**config.mk**
```make
export PLATFORM = sky130hd
export DESIGN_NAME = cambus_photon_tx
export DESIGN_NICKNAME = d
export VERILOG_FILES = /design/src/rtl/cambus_photon_tx.sv
export SDC_FILE = /design/constraint.sdc
export NUM_CORES = 1
export LEC_CHECK = 0
export CELL_PAD_IN_SITES_DETAIL_PLACEMENT = 0
export CELL_PAD_IN_SITES_GLOBAL_PLACEMENT = 1
export CORE_AREA = 2 2 81 83
export DETAILED_ROUTE_END_ITERATION = 8
export DIE_AREA = 0 0 83 85
export PLACE_DENSITY_LB_ADDON = 0.3
export SLEW_MARGIN = 10
export SYNTH_ARGS = -nofsm -noshare
export SYNTH_HDL_FRONTEND = slang
export SYNTH_SLANG_ARGS = --single-unit
```
**constraint.sdc**
```tcl
create_clock -name clk -period 2.05 [get_ports clk]
set_input_delay 0.41 -clock clk [delete_from_list [all_inputs] [get_ports clk]]
set_output_delay 0.41 -clock clk [all_outputs]
set_load 0.05 [all_outputs]
```
**src/rtl/cambus_photon_tx.sv**
```systemverilog
// Camera-bus serial transmitter: 7-bit pixel slots carrying sync plus two 7-bit data lanes.
// Define CAMBUS_PHOTON_TX_PATTERN_EN to build the internal counting test-pattern source.
module cambus_photon_tx #(
  parameter int CLK_DIV    = 2,
  parameter int H_ACTIVE   = 640,
  parameter int H_BLANK    = 32,
  parameter int V_ACTIVE   = 480,
  parameter int V_BLANK    = 20,
  parameter int VSYNC_LINE = 2,
  parameter int VSYNC_LEN  = 4
) (
  input  logic        clk,
  input  logic        rst,
  input  logic        en,
  input  logic        pat_en,
  input  logic [13:0] src_pixel,
  input  logic        src_valid,
  output logic        src_ready,
  output logic        cam_DATA_CLK,
  output logic        cam_DATA_SYNC,
  output logic        cam_DATA1_OUT,
  output logic        cam_DATA2_OUT,
  output logic        frame_start,
  output logic        underrun
);

  localparam int H_TOTAL = H_ACTIVE + H_BLANK;
  localparam int V_TOTAL = V_ACTIVE + V_BLANK;
  localparam int SLOT_W  = (H_TOTAL > 1) ? $clog2(H_TOTAL) : 1;
  localparam int LINE_W  = (V_TOTAL > 1) ? $clog2(V_TOTAL) : 1;
  localparam int DIV_W   = (CLK_DIV > 1) ? $clog2(CLK_DIV) : 1;

  localparam logic [DIV_W-1:0]  DIV_LAST  = DIV_W'(CLK_DIV - 1);
  localparam logic [SLOT_W-1:0] SLOT_LAST = SLOT_W'(H_TOTAL - 1);
  localparam logic [LINE_W-1:0] LINE_LAST = LINE_W'(V_TOTAL - 1);
  localparam logic [31:0]       H_ACT_U   = H_ACTIVE;
  localparam logic [31:0]       V_ACT_U   = V_ACTIVE;
  localparam logic [31:0]       VS_LINE_U = V_ACTIVE + VSYNC_LINE;
  localparam logic [31:0]       VS_LEN_U  = VSYNC_LEN;

  typedef enum logic {IDLE, RUN} state_t;

  state_t            state, state_nxt;
  logic [DIV_W-1:0]  div_cnt;
  logic              dclk;
  logic [2:0]        bit_cnt;
  logic [SLOT_W-1:0] slot_cnt;
  logic [LINE_W-1:0] line_cnt;
  logic              rise, slot_start, slot_end, at_origin;
  logic              sending, hs, vs;
  logic              take, miss, use_pat;
  logic [13:0]       pat_pix, pix_new, pix_q, cur_pix;
  logic              sync_nxt, d1_nxt, d2_nxt;

  // Sync word b1..b7 = 1,1,VS,0,HS,0,0 so 0,1,1 only ever appears across a slot boundary.
  function automatic logic sync_of(input logic [2:0] b, input logic v, input logic h);
    logic r;
    r = 1'b0;
    case (b)
      3'd1, 3'd2: r = 1'b1;
      3'd3:       r = v;
      3'd5:       r = h;
      default:    r = 1'b0;
    endcase
    return r;
  endfunction

  // Lanes go out MSB first: b1 carries bit 6, b7 carries bit 0.
  function automatic logic lane_bit(input logic [6:0] v, input logic [2:0] b);
    logic r;
    r = 1'b0;
    case (b)
      3'd1:    r = v[6];
      3'd2:    r = v[5];
      3'd3:    r = v[4];
      3'd4:    r = v[3];
      3'd5:    r = v[2];
      3'd6:    r = v[1];
      3'd7:    r = v[0];
      default: r = 1'b0;
    endcase
    return r;
  endfunction

  // Bus clock divider, free-running out of reset
  always_ff @(posedge clk) begin
    if (rst) begin
      div_cnt <= '0;
      dclk    <= 1'b0;
    end else if (div_cnt == DIV_LAST) begin
      div_cnt <= '0;
      dclk    <= ~dclk;
    end else begin
      div_cnt <= div_cnt + DIV_W'(1);
    end
  end

  assign cam_DATA_CLK = dclk;
  assign rise         = (div_cnt == DIV_LAST) && !dclk;
  assign slot_start   = rise && (bit_cnt == 3'd1);
  assign slot_end     = rise && (bit_cnt == 3'd7);
  assign at_origin    = (slot_cnt == '0) && (line_cnt == '0);
  assign hs = (32'(slot_cnt) < H_ACT_U) && (32'(line_cnt) < V_ACT_U);
  assign vs = (32'(line_cnt) == VS_LINE_U) && (32'(slot_cnt) < VS_LEN_U);

  // Bit phase and slot/line position of the slot currently on the wire
  always_ff @(posedge clk) begin
    if (rst) begin
      bit_cnt  <= 3'd1;
      slot_cnt <= '0;
      line_cnt <= '0;
    end else if (rise) begin
      bit_cnt <= (bit_cnt == 3'd7) ? 3'd1 : bit_cnt + 3'd1;
      if (slot_end) begin
        if (state != RUN) begin
          slot_cnt <= '0;
          line_cnt <= '0;
        end else if (slot_cnt == SLOT_LAST) begin
          slot_cnt <= '0;
          line_cnt <= (line_cnt == LINE_LAST) ? '0 : line_cnt + LINE_W'(1);
        end else begin
          slot_cnt <= slot_cnt + SLOT_W'(1);
        end
      end
    end
  end

  always_ff @(posedge clk) begin
    if (rst) state <= IDLE;
    else     state <= state_nxt;
  end

  // en only matters at the frame origin, so a frame is never cut short
  always_comb begin
    state_nxt = state;
    if (slot_start && at_origin) state_nxt = en ? RUN : IDLE;
  end

  assign sending = (state_nxt == RUN);

`ifdef CAMBUS_PHOTON_TX_PATTERN_EN
  logic [13:0] pat_cnt;

  assign use_pat = pat_en;
  assign pat_pix = at_origin ? 14'd0 : pat_cnt;

  always_ff @(posedge clk) begin
    if (rst)                            pat_cnt <= '0;
    else if (slot_start && sending && hs) pat_cnt <= pat_pix + 14'd1;
  end
`else
  logic unused_pat_en;

  assign unused_pat_en = pat_en;
  assign use_pat       = 1'b0;
  assign pat_pix       = '0;
`endif

  // Pixel fetch happens on the b1 rising edge of an active slot only
  always_comb begin
    take    = 1'b0;
    miss    = 1'b0;
    pix_new = '0;
    if (slot_start && sending && hs) begin
      if (use_pat) begin
        pix_new = pat_pix;
      end else if (src_valid) begin
        take    = 1'b1;
        pix_new = src_pixel;
      end else begin
        miss    = 1'b1;
      end
    end
  end

  always_ff @(posedge clk) begin
    if (slot_start) pix_q <= pix_new;
  end

  assign cur_pix = slot_start ? pix_new : pix_q;

  always_comb begin
    sync_nxt = 1'b0;
    d1_nxt   = 1'b0;
    d2_nxt   = 1'b0;
    if (sending) begin
      sync_nxt = sync_of(bit_cnt, vs, hs);
      d1_nxt   = lane_bit(cur_pix[6:0], bit_cnt);
      d2_nxt   = lane_bit(cur_pix[13:7], bit_cnt);
    end
  end

  // Serial lines update only with the bus-clock rising edge
  always_ff @(posedge clk) begin
    if (rst) begin
      cam_DATA_SYNC <= 1'b0;
      cam_DATA1_OUT <= 1'b0;
      cam_DATA2_OUT <= 1'b0;
      src_ready     <= 1'b0;
      frame_start   <= 1'b0;
      underrun      <= 1'b0;
    end else begin
      src_ready   <= take;
      frame_start <= slot_start && at_origin && sending;
      if (miss) underrun <= 1'b1;
      if (rise) begin
        cam_DATA_SYNC <= sync_nxt;
        cam_DATA1_OUT <= d1_nxt;
        cam_DATA2_OUT <= d2_nxt;
      end
    end
  end

endmodule

```
==> results by stage <==
Outcome:
- The run finished, with violations left.
- The checks that failed: setup timing.

Timing:
- For the finished layout, the period the worst path requires is 2.14 ns.
- The final number of hold-violating endpoints is 0.
- The slew at the pin closest to its max-slew limit is ~0.51 ns.
- Setup repair after global routing could not meet its margin everywhere.
- The post-layout worst setup margin is -0.0870 ns.
- Headroom to the max-slew limit came out at about two thirds.
- Based on the critical path, the design can be clocked at up to 468 MHz.
- The number of pins with negative max-slew slack in the final report is 0.
- The setup-violating endpoint count in the final report is 20.
- The part of the cycle the worst path needs is 104%.
- For the final database, setup skew stands at 0.00569 ns.

Setup path:
- The slowest cell on the critical path is sky130_fd_sc_hd__or4_4.
- The cell family contributing the most delay on the critical path is simple AND/OR/NAND/NOR gates.
- The buffers plus inverters on the worst setup path is 0.
- At the worst endpoint, the required time is 2.25 ns.
- The critical path goes through or4_4 -> or3_4 -> o21a_4 -> or2_4 -> a22o_1.
- The worst setup path is launched from a flop.
- The worst setup path is captured at a flop.
- The largest single stage delay on the critical path is 0.54 ns.
- Along the worst path, the maximum fanout reaches 8.
- By startpoint and endpoint, the worst setup path is classified as flop to flop.
- Data on the critical path arrives at its endpoint at 2.34 ns.

Finish:
- The proportion of layout cells with a drive suffix above 1 is around 29%.
- The final-layout fill cell count is 608.
- The number of standard cells in the layout, taps in and fillers out is roughly 410.
- The diode insertion count for antenna repair is 0.
- The relative area change from synthesis to final layout is 41.9%.
- The net total in the final layout is 365.

Die:
- In this run the vertical extent of the chip is 85 um.
- The number of top-level pins is 26.
- The core footprint is 0.00620 mm^2.
- Measured along the x axis, the die boundary spans 83 um.
- In this run the core area contains 29 standard-cell rows.
- The initial standard-cell utilization of the core is a little over a third.
- The full die area is 0.00706 mm^2.

Power and ir drop:
- The analysis attributes to cell leakage a power of 1.22 nW.
- The worst-case IR drop observed on VDD is ~0.00028 V.
- Dividing total power by cell area gives a power density of about 560 mW/mm^2.

Drt:
- The routed wire length on met3 is 308 um.
- The wire length the detailed router placed on met1 is roughly 3000 um.
- In the routed design, unresolved DRC markers number 0.
- Once detail routing completed, the nets flagged for antenna violations numbered 0.
- The number of iterations in the first detailed-routing pass is 4.
- In the routed layout, each cell is associated on average with a via count of ~5.3.
- Detailed routing inserted a total of 2178 vias.
- Wires add up to 6410 um.
- The amount of wire on met2 after detailed routing is roughly 3000 um.
- In the final routed layout, each cell accounts on average for around 16 um.
- Routed signal wires occupy layers up through met4.
- After the first detailed-routing iteration, the DRC count stood at 80.

Global routing:
- The first global-routing pass estimated 10200 um of wire.
- The pin count of the biggest net entering global routing is 17.
- The number of global-route vias before repair is roughly 2100.
- The number of antenna violations at the first check in global routing is 0.
- The final global-route overflow total is 0.
- The global-route usage over all layers is 17.8%.

Clocking:
- After clock tree synthesis, the clock-pin slew on the worst setup and hold paths is 0.09 ns.
- The clock passes through at most 2 buffers.
- The clock latency on the worst-skew pair is 0.30 ns.
- The number of hold buffers added after cts is 0.
- The number of buffers created by CTS is 5.
- The number of levels in the clock H-tree is 2.
- The cell at the root of the clock tree is sky130_fd_sc_hd__clkbuf_8.
- The clock tree from TritonCTS is built.
- The clock sink count is 45.

Yosys:
- Synthesis produced 264 cells.
- The post-synthesis net count is 294.
- The yosys synthesis warning count is 0.
- Dividing the synthesized area by the synthesized cell count gives between 8 and 9 um^2.
- The number of enable flip-flop cells after synthesis is 0.
- The largest total area in the synthesized netlist belongs to sky130_fd_sc_hd__dfxtp_1.
- The netlist area before placement is 0.00226 mm^2.
- The number of distinct library cell variants in the gate-level netlist after synthesis is 44.
- The primary flip-flop cell chosen by synthesis mapping is sky130_fd_sc_hd__dfxtp_1.
- Counting instances in the post-synthesis netlist gives the leading cell types as sky130_fd_sc_hd__dfxtp_1, sky130_fd_sc_hd__nor2_1, sky130_fd_sc_hd__nand2_1, sky130_fd_sc_hd__a21oi_1.
- The flip-flop and latch count after synthesis is 45.
- In the post-synthesis netlist, the biggest area contributors are sky130_fd_sc_hd__dfxtp_1, sky130_fd_sc_hd__ha_1, sky130_fd_sc_hd__a22o_1.
- The most common cell in the netlist is sky130_fd_sc_hd__dfxtp_1.
- For this run, asynchronously set or reset flops after synthesis account for 0%.
- The fraction of synthesized cell area taken by the top area cell type is 39.9%.
- The share of the Yosys chip area taken by registers is 39.9%.

Placement:
- The HPWL after detailed placement is between 4000 and 5000 um.
- Input and output buffers added on the ports amount to 24.
- The number of placed instances, taps included, is 402.
- Before CTS, the worst setup slack after placement is -0.180 ns.
- Routability-driven placement finished with a final weighted congestion of between 0.8 and 0.9.

Job:
- The tool flagged a number of max-cap violations equal to 0.

Worst hold path:
- The path class of the lowest-slack min-delay path is flop to flop.
-- path summary, 6_finish.rpt --
path                                               start               endpoint  slack [ns]  depth (start not counted)
worst min-delay path               underrun$_SDFFE_PP0P_  underrun$_SDFFE_PP0P_        0.47                          2
worst min register to register     underrun$_SDFFE_PP0P_  underrun$_SDFFE_PP0P_        0.47                          2
worst max register to register  line_cnt[3]$_SDFFE_PP0P_       pix_q[9]$_DFF_P_       -0.09                          5
worst max-delay path            line_cnt[3]$_SDFFE_PP0P_       pix_q[9]$_DFF_P_       -0.09                          5
-- metal layers --
metal  global-route usage [%]  up-vias
li1                         -     1105
met1                     24.2     1018
met2                     29.0       48
met3                     3.70        7
met4                     4.92        0
met5                        0        -
-- registers in the layout (all words and copies together) (netlist names) --
register / flops
div_cnt: 1
cam_DATA_SYNC: 1
cam_DATA2_OUT: 1
bit_cnt: 3
cam_DATA_CLK: 1
cam_DATA1_OUT: 1
underrun: 1
slot_cnt: 10
line_cnt: 9
state: 1
src_ready: 1
frame_start: 1
pix_q: 14
-- cell usage in the layout, fill, tap and decap left out, types with 5 or more instances in the layout --
cell type / synthesis / layout
sky130_fd_sc_hd__o21ai_0: 14 / 11
sky130_fd_sc_hd__nand2_1: 22 / 20
sky130_fd_sc_hd__dfxtp_2: 0 / 6
sky130_fd_sc_hd__buf_4: 0 / 50
sky130_fd_sc_hd__clkbuf_8: 0 / 5
sky130_fd_sc_hd__dfxtp_1: 45 / 38
sky130_fd_sc_hd__a21oi_1: 18 / 14
sky130_fd_sc_hd__a22o_1: 14 / 14
sky130_fd_sc_hd__inv_1: 12 / 12
sky130_fd_sc_hd__nand3_1: 10 / 9
sky130_fd_sc_hd__nor3_1: 8 / 6
sky130_fd_sc_hd__ha_1: 11 / 9
sky130_fd_sc_hd__a22oi_1: 5 / 5
sky130_fd_sc_hd__clkdlybuf4s50_1: 0 / 23
sky130_fd_sc_hd__nor2_1: 25 / 24
-- per-stage QoR --
| step | cell area (um^2) | TNS [ns] | power [W] | util [%] | hold WS [ns] |
|---|---|---|---|---|---|
| 2_1_floorplan | 2280 | -2.24 | 0.00110 | - | 0.449 |
| 3_3_place_gp | 2930 | -2.77 | 0.00126 | 47.3 | 0.457 |
| 3_5_place_dp | 2930 | -3.41 | 0.00126 | 47.3 | 0.466 |
| 4_1_cts | 3090 | -0.911 | 0.00179 | 49.7 | 0.479 |
| 5_1_grt | 3200 | -1.99 | 0.00188 | 51.6 | 0.480 |
| 6_report | 3200 | -1.04 | 0.00180 | 51.6 | 0.470 |
-- where the power goes --
group | leakage, nW | switching [W] | total (W) | internal (W)
Sequential | 0.367 | 0.0000258 | 0.000934 | 0.000908
Combinational | 0.813 | 0.000167 | 0.000337 | 0.000170
Clock | 0.0399 | 0.000303 | 0.000528 | 0.000225
-- area by class of cell --
class	count	area, um^2	area share [%]
Clock buffer	5	68.8	2.15
Timing Repair Buffer	75	638	19.9
Clock inverter	1	5.00	0.156
Tap cell	77	96.3	3.01
Sequential cell	45	912	28.5
Inverter	12	45.0	1.41
Multi-Input combinational cell	196	1440	44.9
-- worst reg2reg max path, delay by kind of cell, from the launching register on --
kind,cells,cell delay [ns]
flops,1,0.32
compound gates,2,0.44
simple gates,3,1.28
-- logic make-up after synthesis --
| family | synth area share [%] |
|---|---|
| simple gates | 24.3 |
| compound gates | 22.1 |
| flops | 39.9 |
| buf+inv | 4.88 |
| fa+ha+maj | 6.10 |
| xor+xnor | 2.72 |
-- what timing repair did --
action / in CTS / in global routing
endpoints found under the setup margin: 26 / 36
gates resized for setup: 16 / 28
pin swaps: 7 / 20
buffers inserted: 1 / 2
cloned: 0 / 1
No activity file was read; power rests on OpenSTA's default activity.
==> RTL change (config.mk and constraints unchanged) <==
Change the parameter `H_BLANK` from 32 to 16.
--- a/src/rtl/cambus_photon_tx.sv
+++ b/src/rtl/cambus_photon_tx.sv
@@ -4,5 +4,5 @@
   parameter int CLK_DIV    = 2,
   parameter int H_ACTIVE   = 640,
-  parameter int H_BLANK    = 32,
+  parameter int H_BLANK    = 16,
   parameter int V_ACTIVE   = 480,
   parameter int V_BLANK    = 20,
Formal check against the unedited RTL: no difference found for any inputs over 10 cycles, from zero or initial values and one cycle with rst high; that may be too few to reach the edited logic, so the function may still have changed.
==> RTL change against the original RTL <==
Sequential cell count is the same; power grew 5.2%; synthesized area shrank 0.44%; highest routed layer unchanged; setup slack gained 0.16 ns; register-to-register slack gained 0.22 ns; critical endpoint is now cam_DATA_CLK; sequential share of layout area grew 3.0 points; routed wire length shrank 15%; cell area shrank 11%; global-route usage shrank 1.5 points.
==> RTL change: results (changes against the original RTL) <==
GLOBAL ROUTE
---------------------------------------------------------------------------------
Met1 GRT Util ......................................................        21.8%   -2.3 points
Met2 usage in global routing .......................................        27.0%   -2.1 points
Global-route wire length before repair .............................      9450 um   -7.0%
Largest net degree at the start of global routing ..................           16   -1
Via count of the first global-routing pass .........................         1956   -6.7%
Antenna violations before repair ...................................            0   unchanged
Global Route Usage Sum .............................................        16.4%   -1.5 points

FINAL LAYOUT
---------------------------------------------------------------------------------
Ant. Diodes ........................................................            0   unchanged
Ratio of cells with drive above 1 in the final layout ..............        14.0%   -15 points
Number of nets in the finished design ..............................          330   -9.6%
Top flop regs ...................................................... pix_q (14), slot_cnt (10), line_cnt (9)

SETUP PATH
---------------------------------------------------------------------------------
Max Fanout on Critical Path ........................................            6   -2
CP max stage cell .................................................. sky130_fd_sc_hd__clkdlybuf4s50_1
Stage delay of the slowest cell on the critical path ...............      0.84 ns   +0.30 ns
Depth of the worst register-to-register path .......................            6   +1
Largest delay contributor family on the critical path .............. buffers and inverters
Arrival time worst endpoint ........................................      1.57 ns   -0.77 ns

LOGIC SYNTHESIS
---------------------------------------------------------------------------------
Async set or reset register ratio after synthesis ..................           0%   unchanged
Post-Synthesis Net Count ...........................................          284   -3.4%
Synth top cells by count ........................................... sky130_fd_sc_hd__dfxtp_1, sky130_fd_sc_hd__nor2_1, sky130_fd_sc_hd__nand2_1
Share of synthesized area occupied by flip-flops and latches .......        40.1%   +0.18 points
Flip-flop cell with the highest count after synthesis .............. sky130_fd_sc_hd__dfxtp_1
Cells taking the most area after synthesis ......................... sky130_fd_sc_hd__dfxtp_1, sky130_fd_sc_hd__ha_1, sky130_fd_sc_hd__a22o_1, sky130_fd_sc_hd__nor2_1, sky130_fd_sc_hd__xor2_1
Distinct cells, synth ..............................................           45   +2.3%

DETAILED ROUTING
---------------------------------------------------------------------------------
Average routed wire per standard cell ..............................      14.5 um   -7.1%
Mean number of vias per cell .......................................         5.17   -2.4%
Detailed Route Iter0 Violations ....................................          109   +36%

POWER AND IR DROP
---------------------------------------------------------------------------------
Maximum VDD drop ...................................................     0.322 mV   +14%
Static power due to leakage ........................................      1.14 nW   -6.4%

STA
---------------------------------------------------------------------------------
Pin slew with the least headroom to its limit ......................     0.555 ns   +0.0418 ns
Setup Skew .........................................................   0.00358 ns   -0.00211 ns

PLACED DESIGN
---------------------------------------------------------------------------------
DP HPWL ............................................................      4060 um   -9.9%
Pre-CTS WS .........................................................    0.0705 ns   +0.250 ns
Placed instance area ...............................................    2740 um^2   -6.8%
Final weighted congestion in routability-driven placement ..........        0.819   +2.1%
Buffers on Ports ...................................................           24   unchanged

OUTCOME
---------------------------------------------------------------------------------
Outcome ............................................................ finished clean

CLOCKING
---------------------------------------------------------------------------------
Clock slew seen by the registers of the worst setup and hold paths .      0.08 ns

==> RTL change: changes by cell type in the layout (fill, tap and decap cells not counted), sizes merged, moves of 3 or more <==
cell   change
buf       -26
a21oi      -8
xor2       +8
and3       +6
o21ai      -5
nand4      +4
or3b       -4
nor2b      -3
==> RTL change: path summary, 6_finish.rpt <==
check / startpoint / endpoint / slack, ns
worst max-delay path: cam_DATA_CLK / cam_DATA_CLK / 0.07
worst min-delay path: underrun / underrun / 0.46
worst max register to register: slot_cnt[4] / line_cnt[3] / 0.13
worst min register to register: underrun / underrun / 0.46
==> RTL change: cell families after synthesis <==
kind of cell | share of synthesized area (%)
adders and majority gates | 6.12
buffers and inverters | 3.90
xor gates and xnor gates | 5.46
muxes | 1.00
DFF | 40.1
and+or+nand+nor | 23.2
AOI/OAI and AO/OA | 20.2
==> RTL change: repair_timing <==
item	in CTS	in global routing
hold buffers	0	0
buffers inserted	0	0
gates resized for setup	0	4
endpoints found under the setup margin	0	19
==> RTL change: layer usage <==
layer	part of all wire (%)	vias up
met5	0	-
met4	0.97	0
met3	3.1	4
met2	46	30
met1	50	901
li1	-	1021
==> RTL change: layout make-up <==
class / count / area [um^2]
fill: 612 / 3340
multi-input combinational: 187 / 1280
sequential: 45 / 901
timing repair buffer: 49 / 428
tap: 77 / 96.3
clock buffer: 7 / 86.3
inverter: 12 / 45.0
clock inverter: 1 / 30.0
==> RTL change: stage by stage <==
step,cells,hold WS (ns)
4_1_cts,378,0.461
6_report,378,0.457
3_5_place_dp,370,0.446
5_1_grt,378,0.508
2_1_floorplan,254,0.432
3_3_place_gp,370,0.445
==> RTL change: where the power goes <==
group	internal (mW)	total, mW	switching, mW
Sequential	0.905	0.928	0.0231
Combinational	0.124	0.267	0.143
Clock	0.398	0.699	0.301
